## src/rtl/div_pkg.sv

```systemverilog
// Shared constants and state encodings for the iterative divider.
// Optional feature macro: DIV_ZERO_FAST_EN (short-circuits a zero divisor via BYZERO).
package div_pkg;

  localparam int          DoubleRegBus      = 64;
  localparam logic [31:0] ZeroWord          = 32'h0000_0000;
  localparam logic        DivStart          = 1'b1;
  localparam logic        DivStop           = 1'b0;
  localparam logic        DivResultReady    = 1'b1;
  localparam logic        DivResultNotReady = 1'b0;

  typedef enum logic [1:0] {
    DivFree   = 2'b00,
`ifdef DIV_ZERO_FAST_EN
    DivByZero = 2'b01,
`endif
    DivOn     = 2'b10,
    DivEnd    = 2'b11
  } div_state_t;

  // Magnitude of a two's-complement operand when signed mode is on.
  function automatic logic [31:0] div_mag(input logic is_signed, input logic [31:0] v);
    return (is_signed && v[31]) ? (~v + 32'd1) : v;
  endfunction

endpackage

```

## src/rtl/div_if.sv

```systemverilog
// Request/result bundle between a requester and the divider.
// Handshake: the requester raises start_i with stable operands and keeps it
// high until it sees ready_o; operands are captured on the first edge that
// start_i is seen in FREE. result_o is meaningful only while ready_o is high,
// and stays frozen until start_i drops. annul_i aborts any operation at once.
interface div_if;
  import div_pkg::*;

  logic                    signed_div_i;
  logic [31:0]             opdata1_i;
  logic [31:0]             opdata2_i;
  logic                    start_i;
  logic                    annul_i;
  logic [DoubleRegBus-1:0] result_o;
  logic                    ready_o;
  div_state_t              state;

  modport master (
    output signed_div_i, opdata1_i, opdata2_i, start_i, annul_i,
    input  result_o, ready_o, state
  );

  modport slave (
    input  signed_div_i, opdata1_i, opdata2_i, start_i, annul_i,
    output result_o, ready_o, state
  );

endinterface

```

## src/rtl/div_step.sv

```systemverilog
// One restoring-division step: shift the next dividend bit into the partial
// remainder, trial-subtract the divisor in 33 bits, keep or restore.
module div_step
  import div_pkg::*;
(
  input  logic [31:0] rem,
  input  logic        dvd_bit,
  input  logic [31:0] divisor,
  output logic [31:0] rem_next,
  output logic        q_bit
);

  logic [32:0] trial;

  // Partial remainder is always below the divisor, so the shifted value is
  // below twice the divisor and the 33-bit difference MSB is a clean borrow.
  always_comb begin
    trial    = {rem, dvd_bit} - {1'b0, divisor};
    q_bit    = ~trial[32];
    rem_next = trial[32] ? {rem[30:0], dvd_bit} : trial[31:0];
  end

endmodule

```

## src/rtl/div.sv

```systemverilog
// 32-bit signed/unsigned restoring divider, one quotient bit per cycle.
// Optional feature macro: DIV_ZERO_FAST_EN (zero divisor answers 0 in 2 cycles).
module div
  import div_pkg::*;
(
  input  logic clk,
  input  logic rst,
  div_if.slave bus
);

  div_state_t              state_q, state_d;
  logic [5:0]              cnt_q;
  logic [31:0]             divisor_q;
  logic [31:0]             rem_q;
  logic [31:0]             dq_q;
  logic                    neg_q_q;
  logic                    neg_r_q;
  logic [DoubleRegBus-1:0] result_q;
  logic                    ready_q;

  logic        accept;
  logic [31:0] rem_next;
  logic        q_bit;
  logic [31:0] quo_raw;
  logic [31:0] quo_fix;
  logic [31:0] rem_fix;

  // dq_q starts as the dividend magnitude; its MSB feeds each step while the
  // new quotient bit enters at the bottom, so after 32 steps it holds the quotient.
  div_step u_step (
    .rem      (rem_q),
    .dvd_bit  (dq_q[31]),
    .divisor  (divisor_q),
    .rem_next (rem_next),
    .q_bit    (q_bit)
  );

  assign accept = (bus.start_i == DivStart) && !bus.annul_i;

  // Final quotient/remainder with sign restored; negation wraps modulo 2^32.
  always_comb begin
    quo_raw = {dq_q[30:0], q_bit};
    quo_fix = neg_q_q ? (~quo_raw + 32'd1) : quo_raw;
    rem_fix = neg_r_q ? (~rem_next + 32'd1) : rem_next;
  end

  // Next-state selection; annul overrides every other transition.
  always_comb begin
    state_d = state_q;
    if (bus.annul_i) begin
      state_d = DivFree;
    end else begin
      case (state_q)
        DivFree: begin
          if (bus.start_i == DivStart) begin
`ifdef DIV_ZERO_FAST_EN
            state_d = (bus.opdata2_i == ZeroWord) ? DivByZero : DivOn;
`else
            state_d = DivOn;
`endif
          end
        end
`ifdef DIV_ZERO_FAST_EN
        DivByZero: state_d = DivEnd;
`endif
        DivOn:   state_d = (cnt_q == 6'd31) ? DivEnd : DivOn;
        DivEnd:  state_d = (bus.start_i == DivStop) ? DivFree : DivEnd;
        default: state_d = DivFree;
      endcase
    end
  end

  // State register.
  always_ff @(posedge clk) begin
    if (rst) state_q <= DivFree;
    else     state_q <= state_d;
  end

  // Operand capture, iteration datapath and registered result/ready.
  always_ff @(posedge clk) begin
    if (rst) begin
      cnt_q     <= 6'd0;
      divisor_q <= ZeroWord;
      rem_q     <= ZeroWord;
      dq_q      <= ZeroWord;
      neg_q_q   <= 1'b0;
      neg_r_q   <= 1'b0;
      result_q  <= '0;
      ready_q   <= DivResultNotReady;
    end else begin
      if (state_q == DivFree && accept) begin
        divisor_q <= div_mag(bus.signed_div_i, bus.opdata2_i);
        dq_q      <= div_mag(bus.signed_div_i, bus.opdata1_i);
        rem_q     <= ZeroWord;
        cnt_q     <= 6'd0;
        neg_q_q   <= bus.signed_div_i && (bus.opdata1_i[31] ^ bus.opdata2_i[31]);
        neg_r_q   <= bus.signed_div_i && bus.opdata1_i[31];
      end
      if (state_q == DivOn) begin
        rem_q <= rem_next;
        dq_q  <= quo_raw;
        cnt_q <= cnt_q + 6'd1;
        if (state_d == DivEnd) begin
          result_q <= {rem_fix, quo_fix};
          ready_q  <= DivResultReady;
        end
      end
`ifdef DIV_ZERO_FAST_EN
      if (state_q == DivByZero && state_d == DivEnd) begin
        result_q <= '0;
        ready_q  <= DivResultReady;
      end
`endif
      if (state_d == DivFree) begin
        result_q <= '0;
        ready_q  <= DivResultNotReady;
      end
    end
  end

  assign bus.result_o = result_q;
  assign bus.ready_o  = ready_q;
  assign bus.state    = state_q;

endmodule

```

## src/flat_wrapper.sv

```systemverilog
// flat-port wrapper written by rule: the top's interface ports become plain ports
module div_flat import div_pkg::*;
  (clk, rst, bus_signed_div_i, bus_opdata1_i, bus_opdata2_i, bus_start_i, bus_annul_i, bus_result_o, bus_ready_o, bus_state);
  div_if bus_i ();
  input  logic clk;
  input  logic rst;
  input wire logic [$bits(bus_i.signed_div_i)-1:0] bus_signed_div_i;
  input wire logic [$bits(bus_i.opdata1_i)-1:0] bus_opdata1_i;
  input wire logic [$bits(bus_i.opdata2_i)-1:0] bus_opdata2_i;
  input wire logic [$bits(bus_i.start_i)-1:0] bus_start_i;
  input wire logic [$bits(bus_i.annul_i)-1:0] bus_annul_i;
  output wire logic [$bits(bus_i.result_o)-1:0] bus_result_o;
  output wire logic [$bits(bus_i.ready_o)-1:0] bus_ready_o;
  output wire logic [$bits(bus_i.state)-1:0] bus_state;
  assign bus_i.signed_div_i = bus_signed_div_i;
  assign bus_i.opdata1_i = bus_opdata1_i;
  assign bus_i.opdata2_i = bus_opdata2_i;
  assign bus_i.start_i = bus_start_i;
  assign bus_i.annul_i = bus_annul_i;
  assign bus_result_o = bus_i.result_o;
  assign bus_ready_o = bus_i.ready_o;
  assign bus_state = bus_i.state;
  div u_core (.clk(clk), .rst(rst), .bus(bus_i));
endmodule
```

## config.mk

```make
export PLATFORM = sky130hd
export DESIGN_NAME = div_flat
export DESIGN_NICKNAME = d
export VERILOG_FILES = /design/src/rtl/div_pkg.sv /design/src/rtl/div_if.sv /design/src/rtl/div_step.sv /design/src/rtl/div.sv /design/src/flat_wrapper.sv
export SDC_FILE = /design/constraint.sdc
export NUM_CORES = 1
export LEC_CHECK = 0
export BUFFER_PORTS_ARGS = -buffer_cell sky130_fd_sc_hd__buf_2
export CAP_MARGIN = 20
export CELL_PAD_IN_SITES_DETAIL_PLACEMENT = 1
export CELL_PAD_IN_SITES_GLOBAL_PLACEMENT = 1
export CORE_MARGIN = 4
export CORE_UTILIZATION = 34
export DETAILED_ROUTE_END_ITERATION = 8
export PLACE_DENSITY_LB_ADDON = 0.1
export SLEW_MARGIN = 20
export SYNTH_ARGS = -nofsm -noshare
export SYNTH_HDL_FRONTEND = slang
export SYNTH_SLANG_ARGS = --single-unit
```

## constraint.sdc

```tcl
create_clock -name clk -period 8.47 [get_ports clk]
set_input_delay 0.4235 -clock clk [delete_from_list [all_inputs] [get_ports clk]]
set_output_delay 0.4235 -clock clk [all_outputs]
set_load 0.01 [all_outputs]
```

* Yosys cells after proc, flatten, opt, wreduce, memory -nomap -nowiden
Index checks and enable logic that the tools add are counted.
** Word-level totals
- Register bits after elaboration :: 171
- Input bits :: 69
- Output and inout port bits :: 67
- Word-level logic and storage cells :: 52
** Cells by class
- Add/sub/neg operators :: 6
- Equal/unequal tests :: 4
- Mux-type cells :: 16
- Bitwise logic cells :: 6
- Reductions and logical operators :: 11
** Operators by type and width (number)
- two-way mux 32 bit :: 9
- adder 32 x 1 -> 32 bit, second input constant :: 4
- NOT 32 bit :: 4
- subtractor 33 x 32 -> 33 bit :: 1
- two-way mux 6 bit :: 2
- adder 6 x 1 -> 6 bit, second input constant :: 1
- equality test 2 bit, second input constant :: 3
- equality test 6 x 5 -> 1 bit, second input constant :: 1
- two-way mux 2 bit :: 3
- case mux 2 bit (3 select lines) :: 1
- logical AND 1 bit :: 5
- zero test 2 bit :: 2
- AND reduction 2 bit :: 1
- nonzero test 2 bit :: 1
- OR reduction 2 bit :: 1
- zero test 1 bit :: 1
- two-way mux 1 bit :: 1
- NOT 1 bit :: 1
- XOR 1 bit :: 1

* Longest topological paths before layout
Gate-level depths: netlist (run 1).
- Depth in word-level cells :: 6
- Depth in mapped cells :: 24
- Depth with buffers taken out :: 21

* Hierarchy
A second synthesis (run 1) with hierarchy kept.
** Unflattened totals
- Cell total of the unflattened synthesis :: 1388
- Area, all modules :: 11028.1 um2
** Modules (own cells, without submodules)
- div :: instances 1, cells each 1083, area each 8669.6 um2, seq. area each 3423.3 um2
- div_step :: instances 1, cells each 305, area each 2358.5 um2, seq. area each 0.0 um2

* Least setup slack after synthesis (run 1)
No wires, ideal clock.
- Path kind :: flip-flop to flip-flop
- Start point :: reg u_core.dq_q[31]
- End point :: reg u_core.result_q[62], in the netlist u_core.bus.result_o[62]
- Library setup time :: 120 ps
- Arrival time :: 4745 ps
- Required time :: 8350 ps
- Setup slack :: 3605 ps
- Cell stages (with the launch flop) :: 25
- Path buffers :: 3
- Period minus slack after synthesis :: 4865 ps
- Path through :: dfxtp_1 -> inv_1 -> ha_1 -> fa_1 -> nand2b_4 -> a211oi_4 -> o211a_4 -> o2111ai_1 -> o211a_4 -> inv_2 -> buf_6 -> buf_6 -> buf_2 -> nor2_1 -> a21oi_1 -> ha_1 -> nand2_1 -> or3_1 -> nor4_2 -> and4_1 -> nand4_1 -> a2111oi_4 -> a31oi_1 -> xnor2_1 -> o21ai_1
** Between the ends
- Cells in the longest elaborated chain, start to end :: 5
** Ends and longest elaborated chain
- start, declared :: RTL line div.sv:15 : logic [31:0] dq_q;
- start signal, assigned :: RTL line div.sv:85 : dq_q <= ZeroWord;
- start signal, assigned :: RTL line div.sv:93 : dq_q <= div_mag(bus.signed_div_i, bus.opdata1_i);
- start signal, assigned :: RTL line div.sv:101 : dq_q <= quo_raw;
- subtractor 33 x 32 -> 33 bit :: RTL line div_step.sv:18 : trial = {rem, dvd_bit} - {1'b0, divisor};
- two-way mux 32 bit (*) :: RTL line div_step.sv:20 : rem_next = trial[32] ? {rem[30:0], dvd_bit} : trial[31:0];
- NOT 32 bit :: RTL line div.sv:44 : rem_fix = neg_r_q ? (~rem_next + 32'd1) : rem_next;
- adder 32 x 1 -> 32 bit :: RTL line div.sv:44
- two-way mux 32 bit (*) :: RTL line div.sv:44
- end signal, assigned :: RTL line div.sv:104 : result_q <= {rem_fix, quo_fix};
- end, declared :: RTL line div.sv:18 : logic [DoubleRegBus-1:0] result_q;
Mark *: on every way between the ends. The rest lies on a longest branch, timed or not.
A chain may end at the register's enable or synchronous reset.

* Worst setup path after layout (run 1)
- Start point :: reg u_core.dq_q[31]
- End point :: reg u_core.result_q[58], in the netlist u_core.bus.result_o[58]
Same word-level chain as after synthesis.

==> results.env, run 1 <==
RUN_STATUS='finished, final reports clean'
AGGREGATE_GLOBAL_ROUTING_OVERFLOW=0
TIMING.FINAL.HOLD_VIOLATIONS=0
DESIGN.FINAL.NETS=1723
CLKLATENCYLATEPIN_NS=0.45
LAYOUT-AREA-OVERHEAD-VS-SYNTH_PCT=12.66
BOUNDARYPINS=136
GRT_ANTENNA_BEFORE_REPAIR=0
DRT.ANTENNA.VIOLATING_NETS=0
SYNTH_TOP_CELLS_BY_AREA='dfxtp_1, nor2_1, xor2_1'
SYNTH_CELL_TYPES=94
CTS-RESIZED-GATES=0
TIMING.FINAL.SETUP_VIOLATIONS=0
FINAL_CORE_UTILIZATION=0.3919
SETUP_TOTAL_NEGATIVE_SLACK_NS=0
RR_ENDPOINT='u_core.bus.result_o[58]$_SDFFE_PP0P_'
PER_INSTANCE_AVERAGE_AREA_AFTER_SYNTHESIS_UM2=7.592
NETLIST_AREA_UM2=11780
TRITONCTS_CLOCK_TREE='yes'
CLOCKROOTBUFFER='clkbuf_16'
FINALNONFILLERCELLS=2076
FINALCLOCKSKEW_NS=0.01204
DRT_DRC_VIOLATIONS_LEFT=0
DP.CELLS=2045
GRT_USE_TOTAL=0.2201
DRV_SLEW=0
N_DIODES=0
FP.DIEAREA_UM2=37700
VIA_COUNT_OF_THE_FIRST_GLOBAL_ROUTING_PASS=11500
WIRE_LENGTH_OF_THE_FIRST_GLOBAL_ROUTING_PASS_UM=67260
SYNTH_TOP_AREA_CELL='dfxtp_1'
SYNTH-WARNING-COUNT=0
HOLD_DEPTH=3
FRACTION_OF_THE_CYCLE_THE_FINAL_WORST_PATH_NEEDS=0.6181
DRIVE_GT1_FRAC=0.1437
H_TREE_DEPTH=4
MIN_TO='u_core.divisor_q[31]$_SDFFE_PP0P_'
STD_CELL_ROWS=67
HOLD_BUFFERS=0
GRT_MAX_DEGREE=82
MAX_SLEW_MARGIN=0.3024
ASYNC_RESET_FF_FRAC=0
REG2REG_SLACK_NS=3.23
POWER_DENSITY_nW_PER_UM2=190.7
HOLDCRITPATHCLASS='primary input to register'
DRT-WIRELENGTH-PER-CELL_UM=20.34
WORST_EP_ARRIVAL_TIME_NS=5.61
ROUTE.FINAL.WIRE_LENGTH_UM=42230
INITIAL_UTILIZATION=0.3479
DR.PASS1.ITERS=7
PLACEDINSTANCEAREA_UM2=12680
UNREPAIRED_SETUP_ENDPOINTS_AFTER_GLOBAL_ROUTING='false'
PATH_CLK_SLEW_NS=0.07
RR_STARTPOINT='u_core.dq_q[31]$_SDFFE_PP0P_'
CTS_INSERTED_BUFFERS=17
CAP_VIOL_MAX_COUNT=0
DPL_WIRE_LENGTH_UM=32260
CTS-ROOT-TO-SINK-BUFFERS=2
DETAILEDROUTE.FIRSTITERATIONVIOLATIONS=748
CP_CELL_SEQUENCE='inv_1 -> ha_1 -> fa_1 -> nand2b_4 -> a211oi_4 -> o211a_4 -> o2111ai_1 -> o211a_4 -> inv_2 -> nor2_1 -> a21oi_1 -> ha_1 -> nand2_1 -> or3_1 -> nor4_2 -> and4_1 -> nand4_1 -> a2111oi_4 -> a21oi_1 -> xnor2_1 -> o21ai_0'
R2R.WORST_PATH.CELLS=21
NUM_VIAS=11560
CLOCK_SINK_COUNT=171
SETUP.WORST_PATH.CLASS='register to register'
CRITICAL_PATH_START_TYPE='register'
WORSTHOLDSTART='bus_opdata2_i[31]'
CORE_REGION_AREA_UM2=33870
CP_MAX_FO=9
REQUIRED_TIME_AT_THE_WORST_SLACK_ENDPOINT_NS=8.84
NFILLCELLS=4200
TIMING.CRITICAL_PATH.SLOWEST_STAGE_CELL='a2111oi_4'
MAX_FREQ_GHz=0.1910
SYNTH_SEQ_CELLS=171
CP_SLOWEST_STAGE_DELAY_NS=0.53
VDD.IR_DROP.WORST_mV=0.1559
SYNTH_TOP_CELL_AREA_SHARE=0.2905
FINALINSTANCEAREA_UM2=13270
LAYOUT_MIN_CYCLE_TIME_NS=5.235
CP-END-KIND='register'
CHIPWIDTH_UM=194.2
MAIN_SYNTH_FF_TYPE='dfxtp_1'
LEAKAGE_nW=5.086
SYNTH_SEQUENTIAL_AREA_RATIO=0.2905
PLACEMENT.IO_BUFFERS=135
MAPPEDNETLISTNETS=1659
DIE-HEIGHT_UM=194.2
SYNTH-EDFF-COUNT=0
GPL.FINAL_WEIGHTED_CONGESTION=0.8507
SYN-INSTANCE-COUNT=1552
CTS_POST_SETUP_BUFFERS_INSERTED=0
MAX_SLEW.WORST_PIN.SLEW_NS=1.044
VIASPERCELL=5.566
how the worst max path moves through the flow:
stage	from	to	slack, ns	depth (start not counted)
6_report	u_core.dq_q[31]$_SDFFE_PP0P_	u_core.bus.result_o[58]$_SDFFE_PP0P_	3.23	21
5_1_grt	u_core.dq_q[31]$_SDFFE_PP0P_	u_core.bus.result_o[58]$_SDFFE_PP0P_	2.83	21
4_1_cts	u_core.dq_q[31]$_SDFFE_PP0P_	u_core.bus.result_o[58]$_SDFFE_PP0P_	3.26	21
3_5_place_dp	u_core.dq_q[31]$_SDFFE_PP0P_	u_core.bus.result_o[62]$_SDFFE_PP0P_	3.28	21
3_3_place_gp	u_core.dq_q[31]$_SDFFE_PP0P_	u_core.bus.result_o[62]$_SDFFE_PP0P_	3.51	21
2_1_floorplan	u_core.dq_q[31]$_SDFFE_PP0P_	u_core.bus.result_o[62]$_SDFFE_PP0P_	3.60	24
power by group:
group | leakage [nW] | total (mW) | switching [mW] | internal [mW]
Clock | 0.284 | 0.814 | 0.362 | 0.452
Sequential | 1.39 | 0.860 | 0.0317 | 0.828
Combinational | 3.41 | 0.857 | 0.555 | 0.302
through the flow:
stage	hold WS (ns)	power, mW	setup slack, ns
3_5_place_dp	0.4430	1.730	3.280
6_report	0.2921	2.531	3.235
4_1_cts	0.2689	2.545	3.256
2_1_floorplan	0.4319	1.493	3.605
5_1_grt	0.2950	2.669	2.829
3_3_place_gp	0.4380	1.718	3.505
kinds of logic after synthesis:
family / Yosys count / share of synthesized area
adders and majority gates: 38 / 0.04099
xor gates and xnor gates: 115 / 0.08548
DFF: 171 / 0.2905
buffers and inverters: 152 / 0.05405
AOI/OAI and AO/OA: 474 / 0.2724
and+or+nand+nor: 578 / 0.2346
muxes: 24 / 0.02198
cell usage after synthesis (6+ instances only):
cell,n
o31ai_1,17
nand2b_1,6
and3_1,12
buf_1,6
a21oi_1,138
o21ai_0,65
nor2_1,192
and2_1,10
clkbuf_1,72
dfxtp_1,171
o41ai_1,13
buf_2,13
or3_1,22
ha_1,37
and4_1,9
a31oi_1,38
nand4_1,13
or4_1,14
nor3_1,32
o21ai_1,10
mux2i_1,17
or2_2,6
xnor2_1,33
xor2_1,82
a311oi_1,6
nand3_1,41
nand2_1,170
o21a_1,9
nor4_1,21
a22oi_1,31
a21o_1,17
nor2b_1,8
a211oi_1,54
inv_1,50
o211ai_1,15
sequential cells by signal, indices dropped and copies added, names as in the netlist:
| signal | flops |
|---|---|
| u_core.bus.result_o | 64 |
| u_core.divisor_q | 32 |
| u_core.dq_q | 32 |
| u_core.rem_q | 32 |
| u_core.cnt_q | 6 |
| u_core.bus.state | 2 |
| u_core.bus.ready_o | 1 |
| u_core.neg_q_q | 1 |
| u_core.neg_r_q | 1 |
cells in the final DEF, fill, tap and decap left out, drive strengths merged, types with 5 or more instances in the layout:
cell type,n
nor2,193
dfxtp,171
nand2,170
buf,145
a21oi,141
xor2,82
o21ai,78
a211oi,57
inv,55
nand3,41
a31oi,38
ha,37
xnor2,33
nor3,32
a22oi,31
nor4,26
or3,22
clkbuf,19
mux2i,18
a21o,17
o31ai,17
o211ai,16
o41ai,15
or4,14
nand4,14
and3,12
and2,10
and4,9
o21a,9
or2,9
nor2b,8
nand2b,8
a311oi,6
a221oi,6
mux2,6
o2111ai,5
o211a,5
cell type report:
| cell class | instances | area (µm²) | area share |
|---|---|---|---|
| Multi-Input combinational cell | 1229 | 7752 | 0.5840 |
| Sequential cell | 171 | 3425 | 0.2580 |
| Timing Repair Buffer | 145 | 753.2 | 0.05674 |
| Tap cell | 448 | 560.5 | 0.04223 |
| Clock buffer | 19 | 452.9 | 0.03412 |
| Inverter | 52 | 195.2 | 0.01470 |
| Clock inverter | 12 | 135.1 | 0.01018 |
layer usage:
metal	track usage	vias up	routed length, µm
li1	-	5761	-
met1	0.3335	5562	22150
met2	0.3327	203	18150
met3	0.03023	30	1404
met4	0.04635	0	526
met5	0	-	0
worst max-delay path, delay by kind of cell (launching register included):
| kind | cells | cell delay, ns |
|---|---|---|
| buffers and inverters | 2 | 0.17 |
| xor gates and xnor gates | 1 | 0.15 |
| AOI/OAI and AO/OA | 8 | 2.12 |
| adders and majority gates | 3 | 0.93 |
| DFF | 1 | 0.41 |
| and+or+nand+nor | 7 | 1.37 |
Note: power is estimated with default switching activity, not from simulation.
==> inputs of run 2 (changes only) <==
==> constraint.sdc (replaced) <==
create_clock -name clk -period 4.97 [get_ports clk]
set_input_delay 0.2485 -clock clk [delete_from_list [all_inputs] [get_ports clk]]
set_output_delay 0.2485 -clock clk [all_outputs]
set_load 0.01 [all_outputs]
==> run 2 against run 1 <==
Clock skew rose by 0.0033 ns; highest routed layer unchanged; die area did not move; sequential power rose by 70%; total power rose by 73%; hold slack got worse by 0.23 ns; fmax rose by 12%; largest power group is now combinational cells; first-iteration DRC count fell by 13%; critical path type unchanged; routed wire length rose by 2.6%; utilization rose by 0.57 points; register-to-register slack got worse by 2.9 ns; clock power rose by 70%.
==> results.env, run 2 (same netlist as run 1, synthesis figures left out) <==
STD_CELL_ROWS=67  # unchanged
HOLD_BUFFERS=0  # unchanged
VIA_COUNT_OF_THE_FIRST_GLOBAL_ROUTING_PASS=11680  # +1.6%
TIMING.FINAL.HOLD_VIOLATIONS=0  # unchanged
GRT_ANTENNA_BEFORE_REPAIR=1  # +1
VDD.IR_DROP.WORST_mV=0.2778  # +78%
POWER_DENSITY_nW_PER_UM2=325.3  # +71%
H_TREE_DEPTH=4  # unchanged
REGAREA_UM2=3425  # unchanged
MULTI_INPUT_COMB_AREA_UM2=7769  # +0.21%
GPL.FINAL_WEIGHTED_CONGESTION=0.8813  # +3.6%
DRT-WIRELENGTH-PER-CELL_UM=20.63  # +1.4%
CLOCK_SINK_COUNT=171  # unchanged
DRT.ANTENNA.VIOLATING_NETS=0  # unchanged
LAYOUT.CELLS.MOST_COMMON='nor2_1'
MAX_SLEW_MARGIN=0.2375  # -0.06496
CRIT_END='u_core.bus.result_o[62]$_SDFFE_PP0P_'
CP-END-KIND='register'
DRV_SLEW=0  # unchanged
MAX_SLEW.WORST_PIN.SLEW_NS=1.142  # +0.09835 ns
REG2REG_SLACK_NS=0.31  # -2.93 ns
DIE-HEIGHT_UM=194.2  # unchanged
WORST_EP_ARRIVAL_TIME_NS=5.01  # -0.60 ns
CTS_INSERTED_BUFFERS=17  # unchanged
LAYOUT-AREA-OVERHEAD-VS-SYNTH_PCT=14.28
GRT_MAX_DEGREE=65  # -21%
REQUIRED_TIME_AT_THE_WORST_SLACK_ENDPOINT_NS=5.32  # -3.52 ns
SETUP.WORST_PATH.START='u_core.rem_q[24]$_SDFFE_PP0P_'
AGGREGATE_GLOBAL_ROUTING_OVERFLOW=0  # unchanged
WIRE_LENGTH_OF_THE_FIRST_GLOBAL_ROUTING_PASS_UM=68340  # +1.6%
ROUTE.FINAL.WIRE_LENGTH_UM=43310  # +2.6%
MAX_FREQ_GHz=0.2144  # +12%
GRT_USE_TOTAL=0.2242  # +0.004088
DETAILEDROUTE.FIRSTITERATIONVIOLATIONS=650  # -13%
NUM_VIAS=11800  # +2.1%
NFILLCELLS=4238  # +0.90%
CAP_VIOL_MAX_COUNT=0  # unchanged
PATH_CLK_SLEW_NS=0.08  # about the same
DPL_WIRE_LENGTH_UM=33510  # +3.9%
INITIAL_UTILIZATION=0.3479  # unchanged
SETUP.WORST_PATH.CLASS='register to register'
VIASPERCELL=5.617  # +0.90%
LARGEST_REGISTER_FFS=64  # unchanged
BOUNDARYPINS=136  # unchanged
TIMING.FINAL.SETUP_VIOLATIONS=0  # unchanged
DRT_DRC_VIOLATIONS_LEFT=0  # unchanged
CLOCKROOTBUFFER='clkbuf_16'
FINALINSTANCEAREA_UM2=13470  # +1.4%
N_DIODES=0  # unchanged
CTS-ROOT-TO-SINK-BUFFERS=2  # unchanged
FRACTION_OF_THE_CYCLE_THE_FINAL_WORST_PATH_NEEDS=0.9386  # +0.3204
LEAKAGE_nW=5.196  # +2.2%
RUN_STATUS='finished, final reports clean'
DESIGN.FINAL.NETS=1746  # +1.3%
PLACEDINSTANCEAREA_UM2=12850  # +1.4%
PLACEMENT.IO_BUFFERS=135  # unchanged
RR_STARTPOINT='u_core.rem_q[24]$_SDFFE_PP0P_'
CHIPWIDTH_UM=194.2  # unchanged
LAYOUT_COMMON_CELLS='nor2_1, dfxtp_1, nand2_1'
TRITONCTS_CLOCK_TREE='yes'
RR_ENDPOINT='u_core.bus.result_o[62]$_SDFFE_PP0P_'
LAYOUT_MIN_CYCLE_TIME_NS=4.665  # -0.5708 ns
DR.PASS1.ITERS=5  # -2
R2R.WORST_PATH.CELLS=20  # -4.8%
DRIVE_GT1_FRAC=0.1610  # +0.01728
CORE_REGION_AREA_UM2=33870  # unchanged
CRITICAL_PATH_START_TYPE='register'
CP_MAX_FO=8  # -1
FINALPOWER_mW=4.380  # +73%
CLKLATENCYLATEPIN_NS=0.46  # about the same
FINALCLOCKSKEW_NS=0.01530  # +0.003261 ns
HOLDCRITPATHCLASS='primary input to register'
FP.DIEAREA_UM2=37700  # unchanged
run 2: cell type report:
cell class                      count  area share
Inverter                           52     0.01450
Tap cell                          448     0.04163
Clock inverter                     14     0.01031
Timing Repair Buffer              168     0.06969
Sequential cell                   171      0.2543
Multi-Input combinational cell   1229      0.5769
Clock buffer                       18     0.03261
run 2: metal layers:
metal / track usage / vias to the layer above / part of all wire
met5: 0 / - / 0
met4: 0.03906 / 0 / 0.0097
met3: 0.03284 / 29 / 0.030
met2: 0.3475 / 198 / 0.44
met1: 0.3345 / 5751 / 0.52
li1: - / 5817 / -
run 2: worst min-delay path by stage:
stage | startpoint | endpoint | cells after the start
global route | bus_opdata2_i[1] | u_core.divisor_q[1]$_SDFFE_PP0P_ | 3
global placement | u_core.bus.result_o[41]$_SDFFE_PP0P_ | u_core.bus.result_o[41]$_SDFFE_PP0P_ | 2
floorplan | bus_opdata2_i[0] | u_core.divisor_q[0]$_SDFFE_PP0P_ | 2
CTS | bus_opdata2_i[1] | u_core.divisor_q[1]$_SDFFE_PP0P_ | 3
detailed placement | u_core.bus.result_o[37]$_SDFFE_PP0P_ | u_core.bus.result_o[37]$_SDFFE_PP0P_ | 2
finish | bus_opdata2_i[1] | u_core.divisor_q[1]$_SDFFE_PP0P_ | 3
run 2: where the power goes:
part | switching, mW | total (mW) | internal [mW]
clock network | 0.691 | 1.38 | 0.685
logic | 0.984 | 1.54 | 0.558
registers | 0.0519 | 1.46 | 1.41
total | 1.73 | 4.38 | 2.65
run 2: critical path, cell delays in order, from the launching register on:
cell	delay [ns]
dfxtp_1	0.39
ha_2	0.35
a21oi_2	0.15
o21ai_1	0.08
a221o_1	0.42
or3_1	0.38
o211a_4	0.24
inv_2	0.15
nor2_1	0.09
a21oi_2	0.15
ha_2	0.24
nand2_1	0.05
or3_1	0.32
nor4_2	0.18
and4_1	0.27
nand4_1	0.15
a2111oi_4	0.40
buf_4	0.19
a31oi_1	0.10
xnor2_1	0.16
o21ai_1	0.07
run 2: what timing repair did:
item,4_1_cts,5_1_grt
hold endpoints to repair,0,0
resized for setup,0,9
buffers inserted,0,1
setup endpoints to repair,0,3
run 2: metrics by stage:
step / hold slack, ns / util / std cells / setup TNS [ns] / setup WS [ns]
after global placement: 0.4379 / 0.3796 / 2067 / 0 / 0.3691
final: 0.06523 / 0.3976 / 2100 / 0 / 0.3054
after floorplan: 0.3845 / - / 1552 / 0 / 0.1047
after CTS: 0.04930 / 0.3966 / 2099 / 0 / 0.2587
after detailed placement: 0.4474 / 0.3796 / 2067 / 0 / 0.2694
after global routing: 0.09014 / 0.3976 / 2100 / -0.05198 / -0.02365
==> inputs of run 3 (changes only) <==
--- a/config.mk
+++ b/config.mk
@@ -13,7 +13,8 @@
 export CORE_UTILIZATION = 34
 export DETAILED_ROUTE_END_ITERATION = 8
 export PLACE_DENSITY_LB_ADDON = 0.1
-export SLEW_MARGIN = 20
+export SETUP_SLACK_MARGIN = 0.4
+export SLEW_MARGIN = 10
 export SYNTH_ARGS = -nofsm -noshare
 export SYNTH_HDL_FRONTEND = slang
 export SYNTH_SLANG_ARGS = --single-unit
==> run 3 against run 2 <==
Final area rose by 2.6%; sequential share of layout area fell by 0.52 points; global-route usage rose by 0.29 points; critical path type unchanged; critical endpoint unchanged; largest cell class unchanged; largest power group unchanged.
==> results.env, run 3 (same netlist as run 1, synthesis figures left out) <==
RUN_STATUS='finished, final reports clean'
CRITICAL_PATH_START_TYPE='register'
AGGREGATE_GLOBAL_ROUTING_OVERFLOW=0  # unchanged
LAYOUT_MIN_CYCLE_TIME_NS=4.567  # -0.09772 ns
RR_ENDPOINT='u_core.bus.result_o[62]$_SDFFE_PP0P_'
R2R.WORST_PATH.CELLS=20  # unchanged
SWSHARE=0.3971  # +0.002960
CTS-ROOT-TO-SINK-BUFFERS=2  # unchanged
STD_CELL_ROWS=67  # unchanged
DETAILEDROUTE.FIRSTITERATIONVIOLATIONS=672  # +3.4%
DRT.ANTENNA.VIOLATING_NETS=0  # unchanged
HOLD_BUFFERS=0  # unchanged
DPL_WIRE_LENGTH_UM=33870  # +1.1%
CHIPWIDTH_UM=194.2  # unchanged
P_INT_mW=2.681  # +1.0%
PATH_CLK_SLEW_NS=0.08  # about the same
VDD.IR_DROP.WORST_mV=0.2423  # -13%
CLKLATENCYLATEPIN_NS=0.46  # about the same
CP-END-KIND='register'
FP.DIEAREA_UM2=37700  # unchanged
FINALPOWER_mW=4.447  # +1.5%
SETUP.WORST_PATH.START='u_core.divisor_q[30]$_SDFFE_PP0P_'
DRIVE_GT1_FRAC=0.1914  # +0.03034
WIRE_LENGTH_OF_THE_FIRST_GLOBAL_ROUTING_PASS_UM=68710  # +0.54%
CP_MAX_FO=7  # -1
N_DIODES=0  # unchanged
WORST_EP_ARRIVAL_TIME_NS=4.92  # -0.09 ns
GRT_USE_TOTAL=0.2271  # +0.002912
CAP_VIOL_MAX_COUNT=0  # unchanged
MAX_SLEW.WORST_PIN.SLEW_NS=0.9269  # -0.2153 ns
P_SWITCHING_mW=1.766  # +2.3%
CLOCK_SINK_COUNT=171  # unchanged
NFILLCELLS=4206  # -0.76%
DRT_DRC_VIOLATIONS_LEFT=0  # unchanged
REG2REG_SLACK_NS=0.40  # +0.10 ns
VIA_COUNT_OF_THE_FIRST_GLOBAL_ROUTING_PASS=11650  # -0.27%
RR_STARTPOINT='u_core.divisor_q[30]$_SDFFE_PP0P_'
TIMING.FINAL.HOLD_VIOLATIONS=0  # unchanged
DESIGN.FINAL.NETS=1761  # +0.86%
PLACE_WORST_SETUP_SLACK_NS=0.08494  # -0.1844 ns
H_TREE_DEPTH=4  # unchanged
SEQ_POWER_SHARE=0.329  # -0.005
SETUP.WORST_PATH.CLASS='register to register'
CRIT_END='u_core.bus.result_o[62]$_SDFFE_PP0P_'
FINALCLOCKSKEW_NS=0.01499  # -0.0003107 ns
INITIAL_UTILIZATION=0.3479  # unchanged
POWER.CLOCK.FRACTION=0.312  # -0.002
DRT-WIRELENGTH-PER-CELL_UM=20.87  # +1.2%
SETUP_TOTAL_NEGATIVE_SLACK_NS=0  # unchanged
HOLDCRITPATHCLASS='primary input to register'
GPL.FINAL_WEIGHTED_CONGESTION=0.8732  # -0.92%
UNREPAIRED_SETUP_ENDPOINTS_AFTER_GLOBAL_ROUTING='true'
VIASPERCELL=5.616  # about the same
FRACTION_OF_THE_CYCLE_THE_FINAL_WORST_PATH_NEEDS=0.9189  # -0.01966
COMB_POWER_SHARE=0.359  # +0.007
MAX_SLEW_MARGIN=0.3792  # +0.1417
GRT_MAX_DEGREE=61  # -6.2%
LARGEST_REGISTER_FFS=64  # unchanged
CTS_INSERTED_BUFFERS=17  # unchanged
NUM_VIAS=11880  # +0.70%
DIE-HEIGHT_UM=194.2  # unchanged
MAX_FREQ_GHz=0.2190  # +2.1%
POST-ROUTE-WORST-SETUP-SLACK_NS=0.4031  # +0.09772 ns
TIMING.FINAL.SETUP_VIOLATIONS=0  # unchanged
LAYOUT-AREA-OVERHEAD-VS-SYNTH_PCT=17.30
LEAKAGE_nW=5.305  # +2.1%
REQUIRED_TIME_AT_THE_WORST_SLACK_ENDPOINT_NS=5.32  # about the same
PLACEMENT.IO_BUFFERS=135  # unchanged
LAYOUT.CELLS.MOST_COMMON='nor2_1'
POWER_DENSITY_nW_PER_UM2=321.8  # -1.1%
DR.PASS1.ITERS=5  # unchanged
TRITONCTS_CLOCK_TREE='yes'
ROUTE.FINAL.WIRE_LENGTH_UM=44140  # +1.9%
DRV_SLEW=0  # unchanged
CLOCKROOTBUFFER='clkbuf_16'
LAYOUT_COMMON_CELLS='nor2_1, nand2_1, dfxtp_1'
BOUNDARYPINS=136  # unchanged
GRT_ANTENNA_BEFORE_REPAIR=0  # -1
CORE_REGION_AREA_UM2=33870  # unchanged
==> run 3: final cells by class <==
cell class | instances | area, µm² | area share
Clock buffer | 18 | 439.2 | 0.03178
Clock inverter | 14 | 142.6 | 0.01032
Multi-Input combinational cell | 1229 | 7971 | 0.5768
Timing Repair Buffer | 183 | 1059 | 0.07659
Sequential cell | 171 | 3443 | 0.2491
Inverter | 52 | 205.2 | 0.01485
Tap cell | 448 | 560.5 | 0.04056
==> run 3: layer usage <==
| layer | wire length, µm | track usage | vias up |
|---|---|---|---|
| li1 | - | - | 5857 |
| met1 | 22420 | 0.3349 | 5793 |
| met2 | 19800 | 0.3570 | 198 |
| met3 | 1343 | 0.03145 | 29 |
| met4 | 577 | 0.04219 | 0 |
| met5 | 0 | 0 | - |
==> run 3: critical path, cell delays in order (launching register included) <==
cell,delay (ns)
dfxtp_2,0.32
inv_1,0.10
ha_4,0.23
and4_1,0.21
a221o_1,0.39
or3_4,0.38
o211a_4,0.27
inv_8,0.10
nor2_4,0.04
a21oi_4,0.17
ha_4,0.18
nand2_2,0.04
or3_4,0.34
nor4_4,0.34
and4_4,0.30
nand4_1,0.13
a2111oi_4,0.37
buf_4,0.20
a31oi_1,0.10
xnor2_1,0.18
o21ai_1,0.07
==> run 3: worst min-delay path by stage <==
| stage | start | endpoint | cells past startpoint |
|---|---|---|---|
| floorplan | bus_opdata2_i[0] | u_core.divisor_q[0]$_SDFFE_PP0P_ | 2 |
| finish | bus_opdata2_i[1] | u_core.divisor_q[1]$_SDFFE_PP0P_ | 3 |
| CTS | bus_opdata2_i[1] | u_core.divisor_q[1]$_SDFFE_PP0P_ | 3 |
| global placement | u_core.bus.result_o[43]$_SDFFE_PP0P_ | u_core.bus.result_o[43]$_SDFFE_PP0P_ | 2 |
| detailed placement | u_core.bus.result_o[49]$_SDFFE_PP0P_ | u_core.bus.result_o[49]$_SDFFE_PP0P_ | 2 |
| global route | bus_opdata2_i[1] | u_core.divisor_q[1]$_SDFFE_PP0P_ | 3 |
==> run 3: what timing repair did <==
action | CTS | global route
pin swaps | 2 | 18
gates resized for setup | 4 | 43
hold endpoints to repair | 0 | 0
setup endpoints to repair | 7 | 9
setup buffers | 1 | 5
==> run 3: metrics by stage <==
stage	area, µm²	utilization	cells	hold WS (ns)
after floorplan	11850	-	1552	0.3845
after global placement	12980	0.3832	2076	0.4384
after detailed placement	12980	0.3832	2076	0.4473
after CTS	13580	0.4011	2109	0.05643
after global routing	13820	0.4081	2115	0.08896
final	13820	0.4081	2115	0.07450
==> run 3: power groups by stage <==
stage | logic [mW] | registers (mW) | clock network (mW)
after floorplan | 1.08 | 1.47 | 0
after global placement | 1.51 | 1.49 | 0
after detailed placement | 1.52 | 1.49 | 0
after CTS | 1.55 | 1.46 | 1.42
after global routing | 1.74 | 1.47 | 1.47
final | 1.60 | 1.46 | 1.39
